File: config.mk
export PLATFORM = sky130hd
export DESIGN_NAME = pwm_duty_ramp
export DESIGN_NICKNAME = d
export VERILOG_FILES = /design/src/rtl/pwm_duty_ramp.sv
export SDC_FILE = /design/constraint.sdc
export NUM_CORES = 1
export LEC_CHECK = 0
export CORE_ASPECT_RATIO = 0.75
export CORE_MARGIN = 2
export CORE_UTILIZATION = 45
export DETAILED_ROUTE_END_ITERATION = 7
export GPL_ROUTABILITY_DRIVEN = 0
export GPL_TIMING_DRIVEN = 0
export PLACE_DENSITY = 0.67
export SLEW_MARGIN = 10
export SYNTH_ARGS = -nofsm -noshare
export SYNTH_HDL_FRONTEND = slang
export SYNTH_SLANG_ARGS = --single-unit
File: constraint.sdc
create_clock -name clk -period 6 [get_ports clk]
set_input_delay 1.5 -clock clk [delete_from_list [all_inputs] [get_ports clk]]
set_output_delay 1.5 -clock clk [all_outputs]
set_load 0.03 [all_outputs]
File: src/rtl/pwm_duty_ramp.sv
// Duty-cycle sequencer ahead of the pwm core: slews dc toward a clamped target,
// changing it only on frame boundaries so the core never sees a mid-period update.
module pwm_duty_ramp #(
  parameter int PERIOD      = 100,
  parameter int DC_MAX      = 100,
  parameter int STEP        = 1,
  parameter int STEP_FRAMES = 4
) (
  input  logic       clk,
  input  logic       reset,
  input  logic [6:0] target,
  input  logic       ramp_en,
  input  logic       hold,
  output logic [6:0] dc,
  output logic       frame_start,
  output logic       busy
);

  // state | meaning
  // IDLE  | dc == clamped target, no slew pending
  // UP    | dc <  clamped target, steps add STEP
  // DOWN  | dc >  clamped target, steps subtract STEP
  typedef enum logic [1:0] {IDLE, UP, DOWN} state_t;

  localparam logic [15:0] FCNT_LAST = 16'(PERIOD - 1);
  localparam logic [7:0]  SCNT_LAST = 8'(STEP_FRAMES - 1);
  localparam logic [6:0]  DC_MAX_C  = 7'(DC_MAX);
  localparam logic [6:0]  STEP_C    = 7'(STEP);
  localparam logic [7:0]  STEP_X    = 8'(STEP);

  state_t      state;
  logic [15:0] fcnt_q, fcnt_d;
  logic [7:0]  scnt_q, scnt_d;
  logic [6:0]  dc_q, dc_d;
  logic        frame_start_q, frame_start_d;
  logic        busy_q, busy_d;

  logic [6:0]  tgt_c;
  logic        frame_tick, step_point;
  logic [7:0]  up_sum, dn_floor;

  assign tgt_c      = (target > DC_MAX_C) ? DC_MAX_C : target;
  assign frame_tick = (fcnt_q == FCNT_LAST);
  assign step_point = frame_tick && (scnt_q == SCNT_LAST);

  // 8-bit arithmetic so neither the sum nor the threshold can wrap
  assign up_sum   = {1'b0, dc_q} + STEP_X;
  assign dn_floor = {1'b0, tgt_c} + STEP_X;

  always_ff @(posedge clk or posedge reset) begin
    if (reset) begin
      fcnt_q        <= '0;
      scnt_q        <= '0;
      dc_q          <= '0;
      frame_start_q <= 1'b0;
      busy_q        <= 1'b0;
    end else begin
      fcnt_q        <= fcnt_d;
      scnt_q        <= scnt_d;
      dc_q          <= dc_d;
      frame_start_q <= frame_start_d;
      busy_q        <= busy_d;
    end
  end

  // Direction follows dc and the live target every cycle, so reversals cost nothing.
  always_comb begin
    state = IDLE;
    if (dc_q < tgt_c)      state = UP;
    else if (dc_q > tgt_c) state = DOWN;
  end

  always_comb begin
    fcnt_d        = frame_tick ? 16'd0 : fcnt_q + 16'd1;
    frame_start_d = frame_tick;
    scnt_d        = scnt_q;
    dc_d          = dc_q;
    if (frame_tick && !hold) begin
      if (!ramp_en) begin
        dc_d   = tgt_c;
        scnt_d = '0;
      end else begin
        // scnt keeps counting in IDLE so a new ramp lands on the existing step grid
        scnt_d = step_point ? 8'd0 : scnt_q + 8'd1;
        if (step_point) begin
          case (state)
            UP:      dc_d = (up_sum > {1'b0, tgt_c}) ? tgt_c : up_sum[6:0];
            DOWN:    dc_d = ({1'b0, dc_q} >= dn_floor) ? (dc_q - STEP_C) : tgt_c;
            default: dc_d = dc_q;
          endcase
        end
      end
    end
    busy_d = (dc_d != tgt_c);
  end

  assign dc          = dc_q;
  assign frame_start = frame_start_q;
  assign busy        = busy_q;

endmodule

Yosys cells after proc, flatten, opt, wreduce, memory -nomap -nowiden --
Index checks and enable logic that the tools add are counted. Widths: inputs -> output; s select.
Storage, ports and cells: register bits 33, bits in latches 0, RAM bits 0, ROM bits 0, bits of input ports 11, output and inout port bits 9, memories 0
Cells by class: $add $sub $neg 5, multiply operators 0, div/mod/pow operators 0, order comparisons 5, eq/ne operators 5, shifts and indexed selects 0, multiplexer cells 12, bitwise gates (word level) 0, reductions and logical operators 3
Operators by type and width (count):
- $mux 7 | 6
- $add 16x1->16 const B | 1
- $add 7x1->8 const B | 2
- $eq 16x7->1 const B | 1
- $mux 16 | 1
- $mux 8 | 2
- $pmux 7 s2 | 1
- $add 8x1->8 const B | 1
- $eq 8x2->1 const B | 1
- $ge 7x8->1 | 1
- $gt 8x7->1 | 1
- $gt 7x7->1 | 1
- $gt 7x7->1 const B | 1
- $lt 7x7->1 | 1
- $ne 7x7->1 | 1
- $sub 7x1->7 const B | 1
- $mux 2 | 2
- $eq 2x1->1 const B | 1
- $eq 2x2->1 const B | 1
- $logic_and 1x1->1 | 2
- $logic_not 1->1 | 1

Logic depth before layout (Yosys ltp) --
depth after elaboration 11, mapped depth 18

Least setup slack after synthesis --
No wires, ideal clock.
path kind in2reg, start input target[3], end register busy_q, in the netlist busy, data arrival time 4.410 ns, setup slack 1.456 ns, stages on the path 17, buffers on the path 1, cell sequence o311ai_1 and2_0 clkbuf_1 ha_1 nand3_1 nor2_1 nor2_1 ha_1 a21oi_1 and3_1 o21ai_2 nor2b_1 nor2b_1 a211oi_4 mux2i_1 o41ai_2 nand4_1
Between the ends: word-level cells in the longest chain between the ends 11
Ends and longest elaborated chain:
- start: declaration | RTL line 11 | input logic [6:0] target,
- $gt 7x7->1 | RTL line 42 | assign tgt_c = (target > DC_MAX_C) ? DC_MAX_C : target;
- $mux 7 (*) | RTL line 42
- branches (longest 8 deep; another with $add 7x1->8)
- $ne 7x7->1 (*) | RTL line 94 | busy_d = (dc_d != tgt_c);
- net busy_d | RTL line 36 | logic busy_q, busy_d;
- end signal: assignment | RTL line 62 | busy_q <= busy_d;
- end: declaration | RTL line 36
Mark *: on every way through the listed nets, which the timed path passes. A chain may end at the register's enable or synchronous reset.

Worst setup path in the final report --
Ends and elaborated chain as after synthesis.

==> flow_summary_export.csv <==
group,metric,value,unit
status,outcome,"completed",
clock_network,clock_latency,0.28,ns
synthesis,synth_xor_area_share,8.029,%
clock_network,cts_tree,"yes",
setup_path,end_kind,"flop",
setup_path,r2r-end,"busy",
synthesis,syn_area,3054,um2
detailed_routing,remaining_drc_errors,0,
min_path,worstHoldPathCells,1,
cells_and_area,drive_gt1_share,8.333,%
timing,fin_skew,0.006938,ns
timing,setup_viol,0,
floorplanning,num_rows,25,
clock_network,cts_max_path_buffers,2,
clock_network,cts_setup_buffers,0,
cells_and_area,n_fill_cell,606,
flow_run,drv_cap,0,
clock_network,path_clk_slew,0.07,ns
global_route,globalRouteMet3Util,4.587,%
timing,slew_headroom,55.87,%
timing,fin_crit_sh,92.10,%
global_route,grt_busiest_layer,"met1",
global_route,grt_overflow,0,
synthesis,synthSimpleGateAreaFrac,26.42,%
setup_path,required,6.14,ns
synthesis,synth.mux.area_fraction,2.704,%
clock_network,ctsHtreeMaxLevel,2,
detailed_routing,antenna_left,0,
min_path,worstHoldPathType,"reg -> reg",
synthesis,yosys_most_used_dff,"dfrtp_1",
global_route,grt_max_degree,34,
floorplanning,dieWidth,99.13,um
power,p_int,0.3568,mW
synthesis,synth_cell_type_count,63,
synthesis,ys_async_sr_fraction,100.0,%
clock_network,cts_buffers,5,
synthesis,ys_seq_elements,33,
clock_network,cts-hold-fix-buffers,0,
synthesis,synth_top_family_by_area,"simple AND/OR/NAND/NOR gates",
detailed_routing,via_per_inst,5.867,
min_path,hold_end,"fcnt_q[0]",
power,switching_share,26.22,%
cells_and_area,diodes,0,
clock_network,cts_sinks,33,
placement,io_buffer_count,17,
global_route,grt_pass1_vias,2465,
setup_path,start_kind,"input pin",
power,seqPwrFrac,46.3,%
clock_network,cts_resized,0,
timing,finalHoldViolations,0,
synthesis,yosys-top-cells-count,"dfrtp_1 (33), nand2_1 (30), ha_1 (27)",
cells_and_area,seq_area,825.8,um2
min_path,holdCritStartpoint,"fcnt_q[0]",
detailed_routing,routed_wl,7.466,mm
setup_path,arrival,5.66,ns
synthesis,syn_inst,359,
global_route,antenna_found_initial,0,
detailed_routing,first_iter_violations,248,
synthesis,yosysMostFrequentCell,"dfrtp_1",
power,p_comb_share,16.4,%
power,switching_power,0.1268,mW
timing,period_minus_slack,5.526,ns
synthesis,synth_adder_area_share,11.06,%
timing,tightest_slew,0.6610,ns
synthesis,synth_largest_area_cell,"dfrtp_1",
setup_path,path_max_fanout,9,
synthesis,synth_edf_count,0,
synthesis,ys_top_cells_by_area,"dfrtp_1 (27%), ha_1 (11%), xnor2_1 (6.9%), nand2_1 (3.7%), nand3_1 (3.6%)",
floorplanning,num_io_pins,20,
placement,dp_hpwl,5.796,mm
cells_and_area,multiInputGateArea,2092,um2
synthesis,syn-num-nets,397,
timing,fmax,0.1810,GHz
global_route,gr-usage-met1,34.46,%
synthesis,synth_compound_area_share,20.28,%
global_route,grt_pass1_wl,12.58,mm
setup_path,path_class,"in -> reg",
global_route,met2_usage,29.28,%
timing,finalSetupTns,0,ns
synthesis,synth-seq-area-share,27.04,%
setup_path,r2r_cells,11,
clock_network,clockRootBuffer,"clkbuf_8",
power,ir_drop,0.0001179,V
synthesis,synth_top_area_share,27.04,%
detailed_routing,wire_per_inst,16.06,um
power,p_clk_share,37.3,%
setup_path,reg2reg_slack,2.19,ns
timing,slew_viol_final,0,
floorplanning,dieArea,7469,um2
detailed_routing,drt_first_pass_iters,4,
global_route,grt.total_usage,21.22,%
timing,grt_setup_unrepaired,"false",
cells_and_area,fin_nets,421,
power,leakagePower,1.448,nW
floorplanning,initial_core_util,47.40,%
floorplanning,die_h,75.35,um
setup_path,r2r_start,"dc[0]",
synthesis,avgSynthCellArea,8.507,um2
detailed_routing,vias,2728,
synthesis,yosysWarningCount,0,
power,finalPower,0.4836,mW
power,power.density,141.1,nW/um2
floorplanning,core_area,6444,um2
cells_and_area,area_delta_synth_final,12.21,%
## kinds of logic (layout without fill, tap and decap cells)
group | Yosys count | count (layout)
simple gates | 140 | 140
compound gates | 91 | 91
flops | 33 | 33
buf+inv | 32 | 57
xor+xnor | 28 | 28
fa+ha+maj | 27 | 27
mux | 8 | 8
## state kept, by name, indices dropped and copies added (netlist names)
signal	cells
fcnt_q	16
scnt_q	8
busy	1
dc	7
frame_start	1
## how the worst max path moves through the flow
stage / startpoint / slack, ns / end / cells past startpoint
after CTS: target[3] / 0.53 / busy / 17
after global routing: target[3] / 0.13 / busy / 17
final: target[3] / 0.47 / busy / 17
after global placement: target[3] / 0.29 / busy / 17
after detailed placement: target[3] / 0.25 / busy / 17
after floorplan: target[3] / 1.46 / busy / 17
## layer usage
metal	vias to the layer above	wire length [um]
li1	1357	-
met1	1287	3989
met2	84	2903
met3	0	573
met4	0	0
met5	-	0
## cell usage in the layout, fill, tap and decap left out, types with 2 or more instances in the layout
cell | netlist | final
dfrtp_1 | 33 | 33
nand2_1 | 30 | 30
ha_1 | 27 | 27
xnor2_1 | 24 | 24
nand3_1 | 22 | 22
nor2_1 | 21 | 21
a21oi_1 | 21 | 21
o21ai_0 | 21 | 21
clkdlybuf4s50_1 | 0 | 17
inv_1 | 17 | 16
and3_1 | 15 | 15
o22ai_1 | 11 | 11
nor3_1 | 9 | 9
clkbuf_1 | 9 | 9
clkbuf_8 | 0 | 7
and2_1 | 6 | 6
nor2b_1 | 6 | 6
mux2i_1 | 6 | 6
nand2b_1 | 5 | 5
buf_2 | 4 | 4
o21bai_1 | 4 | 4
xor2_1 | 4 | 4
a221oi_1 | 4 | 4
nand4_1 | 4 | 4
and2_0 | 3 | 3
and4_1 | 3 | 3
a21o_1 | 3 | 3
o21ai_1 | 2 | 2
o21ai_2 | 2 | 2
nand4b_1 | 2 | 2
o21a_1 | 2 | 2
a211oi_1 | 2 | 2
o211ai_1 | 2 | 2
a2111oi_0 | 2 | 2
o32ai_1 | 2 | 2
o31ai_1 | 2 | 2
## power groups by stage
stage / logic [mW] / registers, mW / clock network, mW
global route: 0.0882 / 0.224 / 0.196
finish: 0.0794 / 0.224 / 0.180
global placement: 0.0771 / 0.228 / 0
CTS: 0.0786 / 0.224 / 0.186
detailed placement: 0.0781 / 0.228 / 0
floorplan: 0.0531 / 0.229 / 0
## per-stage QoR
| step | utilization, % | hold WS, ns | setup slack [ns] | instance area, um2 | instances |
|---|---|---|---|---|---|
| after global placement | 51.61 | 0.4642 | 0.2932 | 3326 | 457 |
| after floorplan | - | 0.4460 | 1.456 | 3054 | 359 |
| after detailed placement | 51.61 | 0.4694 | 0.2540 | 3326 | 457 |
| after CTS | 53.18 | 0.4781 | 0.5283 | 3427 | 465 |
| after global routing | 53.18 | 0.4920 | 0.1330 | 3427 | 465 |
| final | 53.18 | 0.4776 | 0.4740 | 3427 | 465 |
## critical path, stage by stage
cell and delay, ns:
clkdlybuf4s50_1 0.49, o311ai_1 0.36, and2_0 0.17, clkbuf_1 0.38, ha_1 0.27, nand3_1 0.14, nor2_1 0.13, nor2_1 0.06
ha_1 0.33, nand4_1 0.12, o21ai_2 0.43, nor2b_1 0.26, nor2b_1 0.25, a211oi_4 0.07, mux2i_1 0.18, o41ai_2 0.35
nand4_1 0.16
## area by class of cell
class | count | share of cell area [%]
Sequential cell | 33 | 24.10
Inverter | 17 | 1.862
Clock buffer | 7 | 2.811
Multi-Input combinational cell | 294 | 61.04
Clock inverter | 1 | 0.1460
Tap cell | 81 | 2.957
Timing Repair Buffer | 17 | 4.965
Buffer | 15 | 2.118
No activity file was read; power rests on OpenSTA's default activity.
